`config.mk`:
```
export PLATFORM = sky130hd
export DESIGN_NAME = maze_game_ctrl_flat
export DESIGN_NICKNAME = d
export VERILOG_FILES = /design/src/rtl/maze_pkg.sv /design/src/rtl/maze_game_ctrl_if.sv /design/src/rtl/maze_game_ctrl_sec_timer.sv /design/src/rtl/maze_game_ctrl.sv /design/src/flat_wrapper.sv
export SDC_FILE = /design/constraint.sdc
export NUM_CORES = 1
export LEC_CHECK = 0
export CORE_ASPECT_RATIO = 1.4
export CORE_UTILIZATION = 60
export DETAILED_ROUTE_END_ITERATION = 10
export GPL_TIMING_DRIVEN = 0
export PLACE_DENSITY = 0.84
export SYNTH_ARGS = -nofsm -noshare
export SYNTH_HDL_FRONTEND = slang
export SYNTH_SLANG_ARGS = --single-unit
```
`constraint.sdc`:
```
create_clock -name clk -period 4.85 [get_ports clk]
set_clock_uncertainty 0.15 [all_clocks]
set_input_delay 0.7275 -clock clk [delete_from_list [all_inputs] [get_ports clk]]
set_output_delay 0.7275 -clock clk [all_outputs]
set_load 0.03 [all_outputs]
```
`src/rtl/maze_pkg.sv`:
```
// rtl/maze_pkg.sv - shared maze encodings for game controller, bot and MIPS I/O decode
package maze_pkg;

  typedef enum logic [2:0] {
    ST_IDLE  = 3'd0,
    ST_SPAWN = 3'd1,
    ST_RUN   = 3'd2,
    ST_HIT   = 3'd3,
    ST_WIN   = 3'd4,
    ST_LOSE  = 3'd5
  } game_state_t;

  localparam logic [2:0] NORTH     = 3'd0;
  localparam logic [2:0] NORTHEAST = 3'd1;
  localparam logic [2:0] EAST      = 3'd2;
  localparam logic [2:0] SOUTHEAST = 3'd3;
  localparam logic [2:0] SOUTH     = 3'd4;
  localparam logic [2:0] SOUTHWEST = 3'd5;
  localparam logic [2:0] WEST      = 3'd6;
  localparam logic [2:0] NORTHWEST = 3'd7;

  localparam logic [1:0] SPD_IDLE    = 2'd0;
  localparam logic [1:0] SPD_SLOWEST = 2'd1;
  localparam logic [1:0] SPD_SLOW    = 2'd2;
  localparam logic [1:0] SPD_FAST    = 2'd3;

  localparam int DEF_TICK_DIV = 50000000;
  localparam int DEF_HIT_HOLD = 25000000;

endpackage

```
`src/rtl/maze_game_ctrl_if.sv`:
```
// rtl/maze_game_ctrl_if.sv - controller-to-bot drive and status bundle
interface maze_game_ctrl_if;
  logic       bot_soft_rst_n;
  logic [2:0] bot_dir;
  logic [1:0] bot_x_speed;
  logic [1:0] bot_y_speed;
  logic       bot_hit_wall;
  logic       bot_maze_end;

  modport master (
    output bot_soft_rst_n, bot_dir, bot_x_speed, bot_y_speed,
    input  bot_hit_wall, bot_maze_end
  );

  modport slave (
    input  bot_soft_rst_n, bot_dir, bot_x_speed, bot_y_speed,
    output bot_hit_wall, bot_maze_end
  );
endinterface

```
`src/rtl/maze_game_ctrl_sec_timer.sv`:
```
// rtl/maze_game_ctrl_sec_timer.sv - tick divider feeding a saturating seconds counter
module sec_timer #(
  parameter int TICK_DIV = 50000000,
  parameter int MAX_SEC  = 999
) (
  input  logic       clk,
  input  logic       rst,
  input  logic       en,
  input  logic       clr,
  output logic [9:0] elapsed_sec
);

  localparam int TW = (TICK_DIV > 1) ? $clog2(TICK_DIV) : 1;
  localparam int SW = (MAX_SEC > 0) ? $clog2(MAX_SEC + 1) : 1;
  localparam logic [TW-1:0] TICK_LAST = TW'(TICK_DIV - 1);
  localparam logic [SW-1:0] SEC_MAX   = SW'(MAX_SEC);

  logic [TW-1:0] tick_q;
  logic [SW-1:0] sec_q;

  always_ff @(posedge clk) begin
    if (!rst) begin
      tick_q <= '0;
      sec_q  <= '0;
    end else if (clr) begin
      tick_q <= '0;
      sec_q  <= '0;
    end else if (en) begin
      if (tick_q == TICK_LAST) begin
        tick_q <= '0;
        if (sec_q != SEC_MAX) sec_q <= sec_q + 1'b1;
      end else begin
        tick_q <= tick_q + 1'b1;
      end
    end
  end

  assign elapsed_sec = 10'(sec_q);

endmodule

```
`src/rtl/maze_game_ctrl.sv`:
```
// rtl/maze_game_ctrl.sv - game sequencer: bot spawn/respawn, run gating, lives, timer, win/lose irq
module maze_game_ctrl
  import maze_pkg::*;
#(
  parameter int TICK_DIV   = DEF_TICK_DIV,
  parameter int RST_PULSE  = 4,
  parameter int HIT_HOLD   = DEF_HIT_HOLD,
  parameter int INIT_LIVES = 3,
  parameter int MAX_SEC    = 999
) (
  input  logic                    clk,
  input  logic                    rst,
  input  logic                    start,
  input  logic                    abort,
  input  logic [2:0]              dir_in,
  input  logic [1:0]              x_speed_in,
  input  logic [1:0]              y_speed_in,
  maze_game_ctrl_if.master        bot,
  output logic [2:0]              state,
  output logic [1:0]              lives,
  output logic [9:0]              elapsed_sec,
  output logic                    game_won,
  output logic                    game_over,
  output logic                    irq
);

  localparam int PW = (RST_PULSE > 1) ? $clog2(RST_PULSE) : 1;
  localparam int HW = (HIT_HOLD > 1) ? $clog2(HIT_HOLD) : 1;
  localparam logic [PW-1:0] PULSE_LAST = PW'(RST_PULSE - 1);
  localparam logic [HW-1:0] HOLD_LAST  = HW'(HIT_HOLD - 1);
  localparam logic [1:0]    LIVES_INIT = 2'(INIT_LIVES);

  game_state_t   state_q, state_d;
  logic [PW-1:0] pulse_cnt;
  logic [HW-1:0] hold_cnt;
  logic [1:0]    lives_q;
  logic          new_game;
  logic          run_hit;

  always_ff @(posedge clk) begin
    if (!rst) state_q <= ST_IDLE;
    else      state_q <= state_d;
  end

  always_comb begin
    state_d  = state_q;
    new_game = 1'b0;
    run_hit  = 1'b0;
    case (state_q)
      ST_IDLE: if (start) begin
        state_d  = ST_SPAWN;
        new_game = 1'b1;
      end
      ST_SPAWN: if (pulse_cnt == PULSE_LAST) state_d = ST_RUN;
      ST_RUN: begin
        // maze_end outranks a simultaneous wall hit
        if (bot.bot_maze_end) begin
          state_d = ST_WIN;
        end else if (bot.bot_hit_wall) begin
          run_hit = 1'b1;
          state_d = (lives_q > 2'd1) ? ST_HIT : ST_LOSE;
        end
      end
      ST_HIT: if (hold_cnt == HOLD_LAST) state_d = ST_SPAWN;
      ST_WIN, ST_LOSE: if (start) begin
        state_d  = ST_SPAWN;
        new_game = 1'b1;
      end
      default: state_d = ST_IDLE;
    endcase
    if (abort) begin
      state_d  = ST_IDLE;
      new_game = 1'b0;
      run_hit  = 1'b0;
    end
  end

  always_ff @(posedge clk) begin
    if (!rst) begin
      pulse_cnt <= '0;
      hold_cnt  <= '0;
      lives_q   <= LIVES_INIT;
    end else begin
      pulse_cnt <= (state_q == ST_SPAWN && state_d == ST_SPAWN) ? pulse_cnt + 1'b1 : '0;
      hold_cnt  <= (state_q == ST_HIT && state_d == ST_HIT) ? hold_cnt + 1'b1 : '0;
      if (new_game)     lives_q <= LIVES_INIT;
      else if (run_hit) lives_q <= lives_q - 1'b1;
    end
  end

  // Outputs are registered from the next state so they line up with the state they describe.
  always_ff @(posedge clk) begin
    if (!rst) begin
      bot.bot_soft_rst_n <= 1'b0;
      bot.bot_dir        <= '0;
      bot.bot_x_speed    <= '0;
      bot.bot_y_speed    <= '0;
      game_won           <= 1'b0;
      game_over          <= 1'b0;
      irq                <= 1'b0;
    end else begin
      bot.bot_soft_rst_n <= !(state_d == ST_IDLE || state_d == ST_SPAWN);
      if (state_d == ST_RUN) begin
        bot.bot_dir     <= dir_in;
        bot.bot_x_speed <= x_speed_in;
        bot.bot_y_speed <= y_speed_in;
      end else begin
        bot.bot_x_speed <= SPD_IDLE;
        bot.bot_y_speed <= SPD_IDLE;
      end
      game_won  <= (state_d == ST_WIN);
      game_over <= (state_d == ST_LOSE);
      irq       <= (state_d == ST_WIN  && state_q != ST_WIN) ||
                   (state_d == ST_LOSE && state_q != ST_LOSE);
    end
  end

  sec_timer #(
    .TICK_DIV (TICK_DIV),
    .MAX_SEC  (MAX_SEC)
  ) u_sec_timer (
    .clk         (clk),
    .rst         (rst),
    .en          (state_q == ST_RUN),
    .clr         (new_game),
    .elapsed_sec (elapsed_sec)
  );

  assign state = state_q;
  assign lives = lives_q;

endmodule

```
`src/flat_wrapper.sv`:
```
// flat-port wrapper written by rule: the top's interface ports become plain ports
module maze_game_ctrl_flat import maze_pkg::*;
#(
  parameter int TICK_DIV   = DEF_TICK_DIV,
  parameter int RST_PULSE  = 4,
  parameter int HIT_HOLD   = DEF_HIT_HOLD,
  parameter int INIT_LIVES = 3,
  parameter int MAX_SEC    = 999
)
  (clk, rst, start, abort, dir_in, x_speed_in, y_speed_in, state, lives, elapsed_sec, game_won, game_over, irq, bot_bot_soft_rst_n, bot_bot_dir, bot_bot_x_speed, bot_bot_y_speed, bot_bot_hit_wall, bot_bot_maze_end);
  maze_game_ctrl_if bot_i ();
  input  logic clk;
  input  logic rst;
  input  logic start;
  input  logic abort;
  input  logic [2:0] dir_in;
  input  logic [1:0] x_speed_in;
  input  logic [1:0] y_speed_in;
  output logic [2:0] state;
  output logic [1:0] lives;
  output logic [9:0] elapsed_sec;
  output logic game_won;
  output logic game_over;
  output logic irq;
  output wire logic [$bits(bot_i.bot_soft_rst_n)-1:0] bot_bot_soft_rst_n;
  output wire logic [$bits(bot_i.bot_dir)-1:0] bot_bot_dir;
  output wire logic [$bits(bot_i.bot_x_speed)-1:0] bot_bot_x_speed;
  output wire logic [$bits(bot_i.bot_y_speed)-1:0] bot_bot_y_speed;
  input wire logic [$bits(bot_i.bot_hit_wall)-1:0] bot_bot_hit_wall;
  input wire logic [$bits(bot_i.bot_maze_end)-1:0] bot_bot_maze_end;
  assign bot_bot_soft_rst_n = bot_i.bot_soft_rst_n;
  assign bot_bot_dir = bot_i.bot_dir;
  assign bot_bot_x_speed = bot_i.bot_x_speed;
  assign bot_bot_y_speed = bot_i.bot_y_speed;
  assign bot_i.bot_hit_wall = bot_bot_hit_wall;
  assign bot_i.bot_maze_end = bot_bot_maze_end;
  maze_game_ctrl #(.TICK_DIV(TICK_DIV), .RST_PULSE(RST_PULSE), .HIT_HOLD(HIT_HOLD), .INIT_LIVES(INIT_LIVES), .MAX_SEC(MAX_SEC)) u_core (.clk(clk), .rst(rst), .start(start), .abort(abort), .dir_in(dir_in), .x_speed_in(x_speed_in), .y_speed_in(y_speed_in), .bot(bot_i), .state(state), .lives(lives), .elapsed_sec(elapsed_sec), .game_won(game_won), .game_over(game_over), .irq(irq));
endmodule
```
### Yosys cells after proc, flatten, opt, wreduce, memory -nomap -nowiden

Index checks and enable logic that the tools add are counted.

| cells by class | value |
|---|---|
| magnitude comparators | 1 |
| muxes and demuxes | 16 |
| reduce and logical (&&, ||, !) cells | 15 |
| add/sub/neg operators | 5 |
| bitwise operators | 1 |
| equality and inequality tests | 16 |

Operator list:

| operator | number |
|---|---|
| adder 26 x 1 -> 26 bit, second input constant | 1 |
| == test 26 bit, second input constant | 1 |
| two-way mux 26 bit | 1 |
| adder 25 x 1 -> 25 bit, second input constant | 1 |
| == test 25 bit, second input constant | 1 |
| two-way mux 3 bit | 7 |
| == test 3 x 2 -> 1 bit, second input constant | 4 |
| == test 3 bit, second input constant | 4 |
| one-hot mux 3 bit (4 select lines) | 1 |
| adder 10 x 1 -> 10 bit, second input constant | 1 |
| inequality test 10 bit, second input constant | 1 |
| two-way mux 1 bit | 7 |
| == test 3 x 1 -> 1 bit, second input constant | 2 |
| logical NOT 3 bit | 2 |
| inequality test 3 bit, second input constant | 2 |
| AND reduction 2 bit | 3 |
| logical AND 1 bit | 4 |
| AND reduction 3 bit | 1 |
| OR reduction 3 bit | 1 |
| adder 2 x 1 -> 2 bit, second input constant | 1 |
| == test 2 bit, second input constant | 1 |
| greater-than comparator 2 x 1 -> 1 bit, second input constant | 1 |
| logical OR 1 bit | 2 |
| OR reduction 2 bit | 1 |
| 3 further kinds | 3 |

| storage, ports and cells | value |
|---|---|
| word-level logic and storage cells | 67 |
| register bits after elaboration | 79 |
| output and inout bits | 26 |
| input bits | 13 |

### Logic depth before layout (Yosys ltp)

Gate-level depths: netlist of run 1.

| depth | value |
|---|---|
| depth in word-level cells | 9 |
| mapped depth | 8 |
| mapped depth without buffers | 7 |

### Cells and area by module

From an unflattened synthesis of run 1, not the netlist that was laid out.

| second synthesis, totals | value |
|---|---|
| cells, all modules | 429 |
| area total of the unflattened synthesis | 3891.2 um^2 |

Modules (own cells, without submodules):

| module | times used | area an instance (um^2) | cells each |
|---|---|---|---|
| maze_game_ctrl | 1 | 1996.9 | 199 |
| sec_timer | 1 | 1894.3 | 230 |

### Worst setup path before layout of run 1

Ideal clock, no wire load.

| path | value |
|---|---|
| path kind | register to register |
| start point | reg u_core.state_q[1] (netlist: u_core.state[1]) |
| end point | reg u_core.u_sec_timer.sec_q[1] (netlist: u_core.u_sec_timer.elapsed_sec[1]) |
| stages on the path, launching flop included | 7 |
| path buffers | 1 |
| setup slack | 2.770 ns |
| setup time | 0.128 ns |
| data arrival time | 1.802 ns |
| clock period less this slack | 2.080 ns |
| data required time | 4.572 ns |
| path through | dfxtp_1 buf_2 and4bb_2 nand4_1 nor4_1 mux2i_1 nor2_1 |

| between the ends | value |
|---|---|
| word-level cells in the longest chain between the ends | 5 |
| elaborated cells between the ends (all ways) | 9 |
| classes of those cells | 3 x eq/ne; 2 x mux; 4 x reduce/logical |

RTL lines:

| item | line | RTL |
|---|---|---|
| start: declaration | maze_game_ctrl.sv:33 | `game_state_t state_q, state_d;` |
| start signal: assignment | maze_game_ctrl.sv:42 | `else state_q <= state_d;` |
| == test 3 bit / logical NOT 3 bit (equally long branches) | maze_game_ctrl.sv:49 | `case (state_q)` |
| OR reduction 3 bit (no line) | -- |  |
| two-way mux 1 bit | -- |  |
| two-way mux 1 bit | maze_game_ctrl.sv:71 | `if (abort) begin` |
| OR reduction 2 bit (no line) | -- |  |
| end signal: assignment | maze_game_ctrl_sec_timer.sv:31 | `if (sec_q != SEC_MAX) sec_q <= sec_q + 1'b1;` |
| end: declaration | maze_game_ctrl_sec_timer.sv:19 | `logic [SW-1:0] sec_q;` |

Parallel ways exist; a longest one is shown, timed or not.
A chain may end at the register's enable or synchronous reset.

### Worst setup path after layout of run 1

| path | value |
|---|---|
| start point | in bot_bot_hit_wall |
| end point | reg u_core.bot.bot_x_speed[1] |

| between the ends | value |
|---|---|
| word-level cells in the longest chain between the ends | 6 |

RTL lines:

| item | line | RTL |
|---|---|---|
| start: declaration | flat_wrapper.sv:29 | `input wire logic [$bits(bot_i.bot_hit_wall)-1:0] bot_bot_hit_wall;` |
| two-way mux 3 bit | maze_game_ctrl.sv:59 | `end else if (bot.bot_hit_wall) begin` |
| two-way mux 3 bit | maze_game_ctrl.sv:57 | `if (bot.bot_maze_end) begin` |
| one-hot mux 3 bit (4 select lines) | maze_game_ctrl.sv:49 |  |
| two-way mux 3 bit | maze_game_ctrl.sv:71 |  |
| == test 3 x 2 -> 1 bit | maze_game_ctrl.sv:103 | `if (state_d == ST_RUN) begin` |
| AND reduction 2 bit (no line) | -- |  |
| end signal: assignment | maze_game_ctrl.sv:105 | `bot.bot_x_speed <= x_speed_in;` |
| end: declaration | maze_game_ctrl_if.sv:11 | `output bot_soft_rst_n, bot_dir, bot_x_speed, bot_y_speed,` |

No other way between the ends.

==> results.md, run 1 <==
Cells and area:
- Once layout is done, the placed cells without fillers occupy roughly 4200 sq um.
- Across the whole layout, storage elements account for 1580 sq um.
- The repair_antennas step left the layout with diodes totalling 0.
- The layout has 419 filler cells.
- The total area of multi-input combinational cells is 1890 sq um.
- In the final layout, the share of cells above drive strength 1 is 0.0719.
- The net count of the finished layout is approximately 470.
- The growth of design area from synthesis to finish is 18.9%.

Floorplan:
- The die is roughly 67 um wide.
- The die is 93.1 um tall.
- The area of the die is approximately 6200 sq um.
- The standard-cell row count is 32.
- The initial utilization of the core area, before any placement, comes to 0.635.
- 39 I/O pins were placed.
- The area of the placeable core is about 5600 sq um.

Worst hold path:
- The tightest min-delay check is of the reg -> reg type.
- The number of cells on the worst hold path is 1.
- The worst min-delay path endpoint is u_core.pulse_cnt[0].
- The origin of the worst min-delay path is u_core.pulse_cnt[0].

Clock network:
- Buffers inserted during clock tree synthesis total 9.
- After clock tree synthesis, the clock-pin slew on the worst setup and hold paths is around 80 ps.
- The post-CTS setup buffer count is 0.
- TritonCTS built the clock tree.
- The largest buffer count on any clock path is 2.
- The number of sinks driven by the clock tree is 79.
- The count of instances resized after the clock tree is built is 0.
- The number of levels in the clock H-tree is 3.
- CTS placed an instance of sky130_fd_sc_hd__clkbuf_8 at the clock tree root.
- The cts-stage hold buffer count is 0.
- The clock insertion delay at the later pin of the skew report is approximately 360 ps.

Pwr:
- The fraction of power consumed by the clock network is 0.424.
- The combinational cell fraction of total power is 0.025.
- VDD sags by at most approximately 210 uV.
- In this run the power density over the cells is between 200 and 300 nW/um^2.
- The switching share of power is 0.223.
- The analysis attributes to cell leakage a power of 0.00145 uW.
- The internal power of the cells totals around 900 uW.
- The sequential cell fraction of total power is 0.550.
- In this run the power spent charging and discharging nets is between 200 and 300 uW.

Setup path:
- The signal on the critical path passes through clkdlybuf4s50_1 -> nor2b_1 -> o21ai_0 -> o21ai_0 -> a2111oi_0 -> and2_1.
- In this run the worst path has a maximum fanout of 4.
- The element type at the critical path end is a flop.
- The worst reg-to-reg path cell count is 8.
- The critical register-to-register path endpoint is u_core.hold_cnt[15].
- The critical path in this run is classified as in -> reg.
- Counting stages on the worst path, the most repeated cell is sky130_fd_sc_hd__o21ai_0.
- The data arrival at the endpoint of the critical path is roughly 2700 ps.
- The required time of the worst setup path is around 5000 ps.
- Across all register-to-register paths, the minimum setup slack is approximately 2500 ps.
- The worst setup path is launched from an input port.
- The largest single stage delay on the critical path is just over 800 ps.
- The startpoint of the most critical register-to-register path is u_core.hold_cnt[0].
- For this design, the slowest cell found on the critical path is sky130_fd_sc_hd__a2111oi_0.

Global routing:
- Across every metal layer, demand over resource in global routing totals 0.255.
- Entering global routing, the biggest net connects 15 pins.
- The initial antenna violation count is 0.
- Global routing finished with a remaining overflow of 0.
- The first global-routing pass estimated about 12 mm of wire.
- The via count of the first global-routing pass is 2949.

Yosys:
- The sequential-to-total area share from yosys stat is 0.444.
- The total nets after synthesis is between 400 and 500.
- The number of enable-type register cells in the synthesized netlist is 0.
- In the synthesized netlist the async set-or-reset flop fraction comes to 0.
- The adder-cell area share of the yosys netlist is 0.0176.
- The unique cell type count in the Yosys netlist is 42.
- The synthesized-area fraction occupied by ao, oa, aoi and oai cells is 0.0285.
- The portion of synthesized area spent on multiplexers is 0.0169.
- A synthesized cell averages between 8 and 9 sq um.
- The number of instances in the synthesized netlist is between 400 and 500.
- By area, the combinational part of the netlist is dominated by simple AND/OR/NAND/NOR gates.
- The netlist area before placement is about 3600 sq um.
- Of the total synthesized cell area, the portion taken by AND, OR, NAND and NOR gates is 0.337.
- For this run, the leading register cell type out of synthesis is sky130_fd_sc_hd__dfxtp_1.
- After synthesis the netlist holds a flip-flop and latch count of 79.
- Of the total synthesized cell area, the portion taken by XOR and XNOR cells is 0.130.
- Yosys printed 0 warnings.

Status:
- The flow ran to the end, and the final reports show no timing, DRC or antenna violations.

Timing:
- The remaining max-slew budget at the tightest pin is 0.412.
- The total negative setup slack is 0 ps.
- Timing would allow up to approximately 0.40 GHz.
- The final critical-path share of the clock period is 0.516.
- The post-layout minimum cycle time is approximately 2500 ps.
- The number of hold violations in the final report is 0.
- The final count of pins violating max slew is 0.
- Setup repair after global routing left no endpoint under its margin.
- The count of final setup violators is 0.
- The transition time at the pin with the least slew margin is between 800 and 900 ps.

Placed design:
- Summed over all nets, the half-perimeter wirelength after detailed placement is ~5.3 mm.
- The congestion estimate from routability-driven global placement came to about 0.84.
- The post-detailed-placement cell area is about 4000 sq um.
- The count of buffers from port buffering is 38.

Routing:
- The total iterations of the first detailed-routing run is 5.
- The remaining design rule violation count is 0.
- The final layout contains routed wiring with a total length of about 7.3 mm.
- The DRC marker count from the first detailed-route iteration is about 200.
- After detailed routing, the number of vias per cell comes to about 5.6.
- After detailed routing, the average wire length per cell comes to between 10 and 15 um.
- Summing over every cut layer, the via total after detailed routing is between 2000 and 3000.
- The count of nets left with antenna violations after detail routing is 0.

Flow run:
- The tool flagged a number of max-cap violations equal to 0.
[cell usage in the layout, fill, tap and decap left out, types with 5 or more instances in the layout]
cell type / instances
sky130_fd_sc_hd__clkbuf_1: 5
sky130_fd_sc_hd__xnor2_1: 16
sky130_fd_sc_hd__clkbuf_8: 10
sky130_fd_sc_hd__nand4_1: 23
sky130_fd_sc_hd__clkdlybuf4s50_1: 38
sky130_fd_sc_hd__mux2i_1: 6
sky130_fd_sc_hd__nor3_1: 13
sky130_fd_sc_hd__o21ai_0: 6
sky130_fd_sc_hd__and2_1: 7
sky130_fd_sc_hd__nand2_1: 32
sky130_fd_sc_hd__nand3_1: 28
sky130_fd_sc_hd__inv_1: 11
sky130_fd_sc_hd__ha_1: 5
sky130_fd_sc_hd__and4_1: 6
sky130_fd_sc_hd__nor4_1: 7
sky130_fd_sc_hd__nor2_1: 71
sky130_fd_sc_hd__a21oi_1: 7
sky130_fd_sc_hd__dfxtp_1: 79
sky130_fd_sc_hd__buf_2: 6
sky130_fd_sc_hd__and3_1: 7
sky130_fd_sc_hd__xor2_1: 37
[cell usage after synthesis, types with 2 or more instances]
library cell                n  share of area
sky130_fd_sc_hd__nor4_1     7          0.012
sky130_fd_sc_hd__buf_2      6         0.0084
sky130_fd_sc_hd__nor3_1    13          0.018
sky130_fd_sc_hd__nand2_1   32          0.034
sky130_fd_sc_hd__nand2b_1   4         0.0070
sky130_fd_sc_hd__o21ai_0    6         0.0084
sky130_fd_sc_hd__clkbuf_1   5         0.0053
sky130_fd_sc_hd__nor2b_1    2         0.0035
sky130_fd_sc_hd__mux2i_1    6          0.017
sky130_fd_sc_hd__and2_1     7          0.012
sky130_fd_sc_hd__dfxtp_1   79           0.44
sky130_fd_sc_hd__and4bb_2   2         0.0070
sky130_fd_sc_hd__xnor2_1   16          0.039
sky130_fd_sc_hd__or3_1      3         0.0053
sky130_fd_sc_hd__and3_1     7          0.012
sky130_fd_sc_hd__and4_1     6          0.015
sky130_fd_sc_hd__inv_1     11          0.012
sky130_fd_sc_hd__nand4_1   23          0.040
sky130_fd_sc_hd__nand3_1   28          0.039
sky130_fd_sc_hd__xor2_1    37          0.091
sky130_fd_sc_hd__ha_1       5          0.018
sky130_fd_sc_hd__nor3b_1    2         0.0042
sky130_fd_sc_hd__a21oi_1    7         0.0098
sky130_fd_sc_hd__nand3b_1   2         0.0042
sky130_fd_sc_hd__nor2_1    71          0.075
sky130_fd_sc_hd__nor4_2     2         0.0070
[cells by family after synthesis]
logic type	Yosys count
and+or+nand+nor	222
DFF	79
xor gates and xnor gates	53
buffers and inverters	22
AOI/OAI and AO/OA	18
muxes	6
adders and majority gates	5
[flip-flops by register name, indices dropped and copies added, names as in the netlist]
register and cells:
u_core.game_won 1, u_core.bot.bot_y_speed 2, u_core.lives 2, u_core.u_sec_timer.elapsed_sec 10, u_core.bot.bot_dir 3, u_core.pulse_cnt 2
u_core.hold_cnt 25, u_core.game_over 1, u_core.state 3, u_core.bot.bot_soft_rst_n 1, u_core.bot.bot_x_speed 2, u_core.u_sec_timer.tick_q 26
u_core.irq 1
[critical path, delay by kind of cell]
family                 cells  cell delay [ps]
AO/OA/AOI/OAI              3             1120
buffers and inverters      1              440
AND/OR/NAND/NOR            2              380
[worst max path at each step]
stage / startpoint / end / slack (ps) / depth (start not counted)
after floorplan: u_core.state[1] / u_core.u_sec_timer.elapsed_sec[1] / 2770 / 6
after global placement: bot_bot_hit_wall / u_core.bot.bot_x_speed[0] / 1990 / 6
after detailed placement: bot_bot_maze_end / u_core.bot.bot_x_speed[1] / 1970 / 6
after CTS: bot_bot_hit_wall / u_core.bot.bot_x_speed[1] / 2340 / 6
after global routing: bot_bot_hit_wall / u_core.bot.bot_x_speed[1] / 2200 / 6
final: bot_bot_hit_wall / u_core.bot.bot_x_speed[1] / 2350 / 6
[layout make-up]
| type | count | share of cell area |
|---|---|---|
| Inverter | 11 | 0.00976 |
| Clock buffer | 10 | 0.0325 |
| Buffer | 11 | 0.0115 |
| Timing Repair Buffer | 38 | 0.0899 |
| Clock inverter | 6 | 0.0163 |
| Tap cell | 68 | 0.0201 |
| Multi-Input combinational cell | 304 | 0.446 |
| Sequential cell | 79 | 0.374 |
[stage by stage]
stage          setup slack, ps  utilization  total power (uW)  hold slack, ps  instances
6_report                  2350        0.755              1180             287        527
5_1_grt                   2200        0.755              1220             308        527
4_1_cts                   2340        0.755              1180             288        527
3_5_place_dp              1970        0.718               694             276        511
3_3_place_gp              1990        0.718               693             265        511
2_1_floorplan             2770            -               678             255        405
[per-layer routing]
layer | track usage | share of wire | up-vias
li1 | - | - | 1503
met1 | 0.278 | 0.43 | 1388
met2 | 0.462 | 0.53 | 55
met3 | 0.0378 | 0.029 | 14
met4 | 0.128 | 0.020 | 0
met5 | 0 | 0 | -
[power by group through the flow]
stage	registers [uW]	logic (uW)	clock network, uW
global placement	664	29.5	0
finish	649	29.9	500
floorplan	665	12.9	0
global route	649	32.8	535
detailed placement	664	29.9	0
CTS	649	30.2	502
(Power assumes the default switching activity.)
==> run 2, diff against run 1 <==
--- a/config.mk
+++ b/config.mk
@@ -6,10 +6,10 @@
 export NUM_CORES = 1
 export LEC_CHECK = 0
 export CORE_ASPECT_RATIO = 1.4
-export CORE_UTILIZATION = 60
+export CORE_UTILIZATION = 50
 export DETAILED_ROUTE_END_ITERATION = 10
 export GPL_TIMING_DRIVEN = 0
-export PLACE_DENSITY = 0.84
+export PLACE_DENSITY = 0.75
 export SYNTH_ARGS = -nofsm -noshare
 export SYNTH_HDL_FRONTEND = slang
 export SYNTH_SLANG_ARGS = --single-unit
==> constraint.sdc (replaced) <==
create_clock -name clk -period 2.3 [get_ports clk]
set_clock_uncertainty 0.15 [all_clocks]
set_input_delay 0.345 -clock clk [delete_from_list [all_inputs] [get_ports clk]]
set_output_delay 0.345 -clock clk [all_outputs]
set_load 0.03 [all_outputs]
==> results.md, run 2 (synthesis gave the netlist of run 1 again) <==
Status:
- The run finished with clean final reports.

Timing:
- The final count of pins violating max slew came to 0.
- Setup violations remaining at the end of the flow were counted as 0.
- The setup slack after layout is ~160 ps.
- Setup repair after global routing left no endpoint under its margin.
- The number of hold violations in the final report came to 0.
- The final critical-path share of the clock period is 0.931.
- The post-layout minimum cycle time is 2140 ps.
- Timing would allow up to 0.467 GHz.
- For the pin with the worst max-slew slack, the measured transition is 733 ps.
- The remaining max-slew budget at the tightest pin is 0.508.

Setup path:
- The maximum net fanout on the critical path is 10.
- For this run, the slowest stage of the critical path takes 380 ps.
- The buffering stage count on the worst path with inverters included is 2.
- The slowest stage of the critical path belongs to the cell sky130_fd_sc_hd__dfxtp_1.
- The worst setup path is of the reg -> reg kind.
- Broken down by cell family, the worst path's largest delay share belongs to simple AND/OR/NAND/NOR gates.
- The element type at the critical path end is a flop.
- In this run the critical register-to-register path is captured at u_core.hold_cnt[7].
- The required time of the worst setup path is between 2000 and 2500 ps.
- The setup check on the worst reg-to-reg path leaves a slack of approximately 160 ps.
- The worst register-to-register path has a depth of 8.
- The startpoint of the most critical register-to-register path is u_core.hold_cnt[0].
- The worst setup path is launched from a flop.
- The critical path goes through ha_1 -> and3_1 -> nand3_1 -> nor4_1 -> or2_2 -> clkbuf_2 -> buf_2 -> nor2_1.
- The data arrival at the endpoint of the critical path is 2240 ps.

Cells and area:
- From synthesis to final layout, the design area changed by 20.1%.
- The top cell types in the final layout, fill and taps aside, are 79 x sky130_fd_sc_hd__dfxtp_1, 71 x sky130_fd_sc_hd__nor2_1, 38 x sky130_fd_sc_hd__clkdlybuf4s50_1, 37 x sky130_fd_sc_hd__xor2_1, 32 x sky130_fd_sc_hd__nand2_1.
- The most common cell after layout, fill and taps aside is sky130_fd_sc_hd__dfxtp_1.
- The finished cells cover 4270 sq um.
- The number of flip-flops in the largest register is 26.
- The repair_antennas step left the layout with diodes totalling 0.
- The largest register by flop count is u_core.u_sec_timer.tick_q.
- In the final layout, the share of cells above drive strength 1 is 0.0824.
- The net count of the finished layout is ~470.

Worst hold path:
- Counting instances, the worst hold path has a depth of 1.
- The startpoint identified for the worst hold timing path is u_core.pulse_cnt[0].
- In this run the worst hold path is classified as reg -> reg.
- The worst min-delay path endpoint is u_core.pulse_cnt[0].

Pwr:
- In this run the power density over the cells is between 500 and 600 nW/um^2.
- The leakage power figure is 0.00145 uW.
- The overall power after layout is 2400 uW.
- The peak supply drop is ~470 uV.

Floorplan:
- The number of I/O pins is 39.
- The die covers 7460 sq um.
- The initial utilization of the core area, before any placement, comes to 0.513.
- The floorplan step defined a core boundary enclosing 6940 sq um.
- The standard-cell row count is 36.
- The height of the chip is roughly 100 um.
- The die is roughly 73 um wide.

Global routing:
- After global routing the overflow that remains totals 0.
- The initial antenna violation count was 0.
- The aggregate global-route resource usage is 0.214.
- The maximum number of pins on one net before global-route repair is 17.
- The via count of the first global-routing pass is around 2800.
- The first global-routing pass estimated between 10 and 15 mm of wire.

Placed design:
- The pre-CTS worst setup slack is -494 ps.
- The post-detailed-placement cell area is between 4000 and 5000 sq um.
- The routability-driven placement congestion ratio is 0.816.
- The count of buffers from port buffering is 38.
- Summed over all nets, the half-perimeter wirelength after detailed placement is 5.52 mm.

Routing:
- In this run the remaining antenna-violating nets after routing total 0.
- After detailed routing, the total wire length is roughly 7.4 mm.
- Dividing the detail-routed via count by the number of cells gives 5.33.
- The total iterations of the first detailed-routing run is 5.
- The final route contains around 3000 vias.
- In this run, the number of DRC markers left after iteration 0 of detailed routing was 132.
- The remaining design rule violation count is 0.
- The routed wirelength normalized by instance count is approximately 13 um.

Clock network:
- The clock insertion delay at the later pin of the skew report is roughly 370 ps.
- TritonCTS created 9 clock buffers.
- The tree is rooted in a sky130_fd_sc_hd__clkbuf_8.
- TritonCTS built the clock tree.
- The cts-stage hold buffer count is 0.
- The number of sinks driven by the clock tree is 79.
- After clock tree synthesis, the clock-pin slew on the worst setup and hold paths is roughly 90 ps.
- The largest buffer count on any clock path is 2.
- The clock tree synthesis step divided the H-tree into 3 levels.

Flow run:
- The tool flagged a number of max-cap violations equal to 0.
-- run 2: changes by cell type in the layout (fill, tap and decap cells not counted), sizes merged --
cell      delta
clkinvlp     +1
inv          +3
bufinv       -1
clkbuf       -1
clkinv       -2
buf          +2
-- run 2: worst reg2reg max path: stages (launching register included) --
cell	delay [ps]
sky130_fd_sc_hd__dfxtp_1	380
sky130_fd_sc_hd__ha_1	210
sky130_fd_sc_hd__and3_1	220
sky130_fd_sc_hd__nand3_1	150
sky130_fd_sc_hd__nor4_1	270
sky130_fd_sc_hd__or2_2	170
sky130_fd_sc_hd__clkbuf_2	180
sky130_fd_sc_hd__buf_2	240
sky130_fd_sc_hd__nor2_1	70
-- run 2: where the power goes --
part	switching (uW)	internal [uW]
clock	553	411
combinational	35.0	28.7
sequential	0.469	1370
-- run 2: repair_timing --
item	CTS	global route
gates cloned	0	0
pin swaps	0	1
setup endpoints to repair	11	5
resized for setup	4	1
buffers inserted	0	2
-- run 2: final cells by class --
cell class              count  area (sq um)
fillers                   621          2660
multi-input cells         304          1900
flip-flops and latches     79          1580
repair buffers             40           395
clock buffers               9           124
well taps                  95           119
clock inverters             7          61.3
plain buffers              11          52.6
inverters                  11          41.3
-- run 2: how the worst max path moves through the flow --
stage | startpoint | end | slack (ps) | cells after the start
floorplan | u_core.state[1] | u_core.u_sec_timer.elapsed_sec[1] | 220 | 6
global placement | bot_bot_hit_wall | u_core.bot.bot_x_speed[1] | -420 | 6
detailed placement | bot_bot_hit_wall | u_core.bot.bot_y_speed[0] | -490 | 6
CTS | u_core.hold_cnt[0] | u_core.hold_cnt[7] | 130 | 8
global route | u_core.hold_cnt[0] | u_core.hold_cnt[14] | 5 | 8
finish | u_core.hold_cnt[0] | u_core.hold_cnt[7] | 160 | 8
-- run 2: layer usage --
layer / share of wire / GRT usage / vias to the layer above
met3: 0.026 / 0.0335 / 15
met5: 0 / 0 / -
li1: - / - / 1501
met4: 0.029 / 0.121 / 0
met1: 0.41 / 0.222 / 1396
met2: 0.54 / 0.401 / 49
-- run 2: per-stage QoR --
stage               utilization  TNS (ps)  hold WS (ps)  instances
floorplan                     -         0           255        405
global placement          0.585     -1650           266        538
detailed placement        0.585     -1950           288        538
CTS                       0.613         0           301        554
global route              0.616         0           335        556
finish                    0.616         0           298        556
==> run 3, diff against run 2 <==
--- a/config.mk
+++ b/config.mk
@@ -6,10 +6,10 @@
 export NUM_CORES = 1
 export LEC_CHECK = 0
 export CORE_ASPECT_RATIO = 1.4
-export CORE_UTILIZATION = 50
+export CORE_UTILIZATION = 56
 export DETAILED_ROUTE_END_ITERATION = 10
 export GPL_TIMING_DRIVEN = 0
-export PLACE_DENSITY = 0.75
+export PLACE_DENSITY = 0.79
 export SYNTH_ARGS = -nofsm -noshare
 export SYNTH_HDL_FRONTEND = slang
 export SYNTH_SLANG_ARGS = --single-unit
==> constraint.sdc (replaced) <==
create_clock -name clk -period 2.45 [get_ports clk]
set_clock_uncertainty 0.15 [all_clocks]
set_input_delay 0.3675 -clock clk [delete_from_list [all_inputs] [get_ports clk]]
set_output_delay 0.3675 -clock clk [all_outputs]
set_load 0.03 [all_outputs]
==> results.md, run 3 (synthesis gave the netlist of run 1 again) <==
Status:
- The flow ran to the end, and the final reports show no timing, DRC or antenna violations.

Floorplan:
- For this configuration, the core starts out at a cell density of 0.577.
- The core region is approximately 6000 sq um.
- The area of the die is ~6700 sq um.
- For this design the top-level I/O count stands at 39.
- The floorplan die width is a little under 70 um.
- The height of the chip is approximately 96 um.
- Row generation in the floorplan step produced 34 rows.

Global routing:
- The first global-routing pass estimated 13.1 mm of wire.
- The via count of the first global-routing pass is 2909.
- After global routing the overflow that remains totals 0.
- The aggregate global-route resource usage is 0.248.
- The maximum number of pins on one net before global-route repair is 14.
- The initial antenna violation count is 0.

Clock network:
- The number of sinks driven by the clock tree is a little under 80.
- The clock reaches the later pin of the worst-skew pair after 350 ps.
- The number of levels in the clock H-tree is 3.
- The root buffer cell is sky130_fd_sc_hd__clkbuf_8.
- The clock tree from TritonCTS is yes.
- In this run, CTS created clock tree buffers numbering 9.
- Clock-pin slew was measured on the worst setup and hold paths at around 80 ps.
- No sink is reached through more buffers than the 2 on the longest clock path.

Setup path:
- The slowest stage of the critical path is the sky130_fd_sc_hd__a2111oi_1 cell.
- The kind of start point of the critical path is a flop.
- The worst reg-to-reg path cell count is 7.
- The element type at the critical path end is a flop.
- The register-to-register setup slack is approximately 220 ps.
- By startpoint and endpoint, the worst setup path is classified as reg -> reg.
- Along the worst path, the maximum fanout reaches 4.
- Traced cell by cell, the critical path runs through inv_1 -> ha_1 -> nand2b_1 -> nand2_1 -> a31oi_1 -> a2111oi_1 -> and2_1.
- The worst register-to-register path ends at u_core.bot.bot_y_speed[0].
- The data arrival at the endpoint of the critical path is about 2400 ps.
- The worst register-to-register path begins at u_core.lives[1].
- On the worst path, the slowest cell contributes a delay of slightly below 800 ps.
- STA puts the critical path data required time at between 2000 and 3000 ps.

Routing:
- For this run, design rule violations remaining after detail routing come to 0.
- The DRC marker count from the first detailed-route iteration is between 200 and 250.
- The total iterations of the first detailed-routing run is 5.
- Using the TritonRoute via totals, the vias-per-cell ratio works out to around 5.7.
- The total number of vias is 3033.
- The routed wirelength normalized by instance count is roughly 15 um.
- The count of nets left with antenna violations after detail routing is 0.
- The overall routed net length is ~7.9 mm.

Pwr:
- The completed layout was analyzed and its total power is around 2500 uW.
- The peak supply drop is around 420 uV.
- For this design the ratio of total power to cell area is a little under 600 nW/um^2.
- The leakage power figure is ~0.0015 uW.

Flow run:
- The tool flagged a number of max-cap violations equal to 0.

Timing:
- The total negative setup slack is 0 ps.
- Setup violations remaining at the end of the flow were counted as 0.
- Setup repair after global routing left no endpoint under its margin.
- The transition time at the pin with the least slew margin is roughly 820 ps.
- The final critical-path share of the clock period is 0.910.
- The remaining max-slew budget at the tightest pin is 0.449.
- The setup slack after layout is around 220 ps.
- The tightest hold path in the finished design has a slack of 282 ps.
- The number of hold violations in the final report came to 0.
- The final count of pins violating max slew is 0.
- The post-layout minimum cycle time is 2230 ps.
- Static timing analysis puts the maximum clock frequency at around 0.45 GHz.

Cells and area:
- Leaving out fill and tap cells, the most frequent cells in the layout are 79 x sky130_fd_sc_hd__dfxtp_1, 71 x sky130_fd_sc_hd__nor2_1, 38 x sky130_fd_sc_hd__clkdlybuf4s50_1, 37 x sky130_fd_sc_hd__xor2_1, 32 x sky130_fd_sc_hd__nand2_1.
- The most common cell after layout, fill and taps aside is sky130_fd_sc_hd__dfxtp_1.
- The number of flip-flops in the largest register is 26.
- The growth of design area from synthesis to finish is 20.0%.
- The largest register by flop count is u_core.u_sec_timer.tick_q.
- In the final layout, the share of cells above drive strength 1 is 0.0721.
- At the end of the flow, the number of nets in the layout was ~470.
- The number of antenna diodes in the final layout is 0.
- The layout has ~490 filler cells.

Worst hold path:
- Counting instances, the worst hold path has a depth of 1.
- The worst hold path terminates at u_core.pulse_cnt[0].
- The startpoint identified for the worst hold timing path is u_core.pulse_cnt[0].
- In this run the worst hold path is classified as reg -> reg.

Placed design:
- The pre-CTS worst setup slack is -310 ps.
- Detailed placement finished with a half-perimeter wire length of ~5.8 mm.
- At the end of routability-driven placement, the weighted congestion stood at 0.809.
- The count of buffers from port buffering is 38.
run 3: cell count changes in the layout (fill, tap and decap cells not counted), moves of 2 or more:
| cell | before | now |
|---|---|---|
| sky130_fd_sc_hd__buf_4 | 3 | 0 |
| sky130_fd_sc_hd__bufinv_16 | 0 | 3 |
| sky130_fd_sc_hd__clkinv_2 | 0 | 2 |
| sky130_fd_sc_hd__inv_6 | 3 | 0 |
run 3: worst max-delay path: cells and delay by family (launching register included):
family	cells	cell delay, ps
compound gates	2	950
flops	1	380
fa+ha+maj	1	180
simple gates	3	460
buf+inv	1	60
run 3: routing by layer:
metal	wire length, um	GRT usage	share of wire	up-vias
met5	0	0	0	-
met4	214	0.111	0.027	0
met3	298	0.0607	0.038	26
met2	4240	0.471	0.54	94
met1	3110	0.259	0.40	1415
li1	-	-	-	1498
run 3: what timing repair did:
item,in CTS,in global routing
hold buffers,0,0
endpoints found under the setup margin,4,20
buffers inserted,0,0
gates resized for setup,1,0
pin swaps,0,0
run 3: power breakdown:
group          switching [uW]  internal (uW)
combinational            33.0           27.1
sequential              0.475           1280
clock                     472            701
run 3: worst max path at each step:
stage                      from                                end  slack [ps]  cells past startpoint
3_5_place_dp   bot_bot_hit_wall          u_core.bot.bot_y_speed[0]        -310                      6
5_1_grt         u_core.state[1]  u_core.u_sec_timer.elapsed_sec[1]          20                      6
4_1_cts         u_core.state[1]          u_core.bot.bot_y_speed[0]         170                      5
3_3_place_gp   bot_bot_hit_wall          u_core.bot.bot_x_speed[1]        -200                      6
2_1_floorplan   u_core.state[1]  u_core.u_sec_timer.elapsed_sec[1]         370                      6
6_report        u_core.lives[1]          u_core.bot.bot_y_speed[0]         220                      7
run 3: cell type report:
cell class / instances / area, sq um / area share
clock inverter: 6 / 108 / 0.0252
multi-input combinational: 304 / 1890 / 0.442
tap: 72 / 90.1 / 0.0211
sequential: 79 / 1580 / 0.370
clock buffer: 10 / 138 / 0.0322
buffer: 10 / 45.0 / 0.0105
inverter: 11 / 41.3 / 0.00967
timing repair buffer: 38 / 380 / 0.0890
run 3: per-stage QoR:
step	cell area (sq um)	util	std cells
global placement	4030	0.653	515
CTS	4280	0.693	531
finish	4270	0.692	530
global route	4270	0.692	530
floorplan	3560	-	405
detailed placement	4030	0.653	515
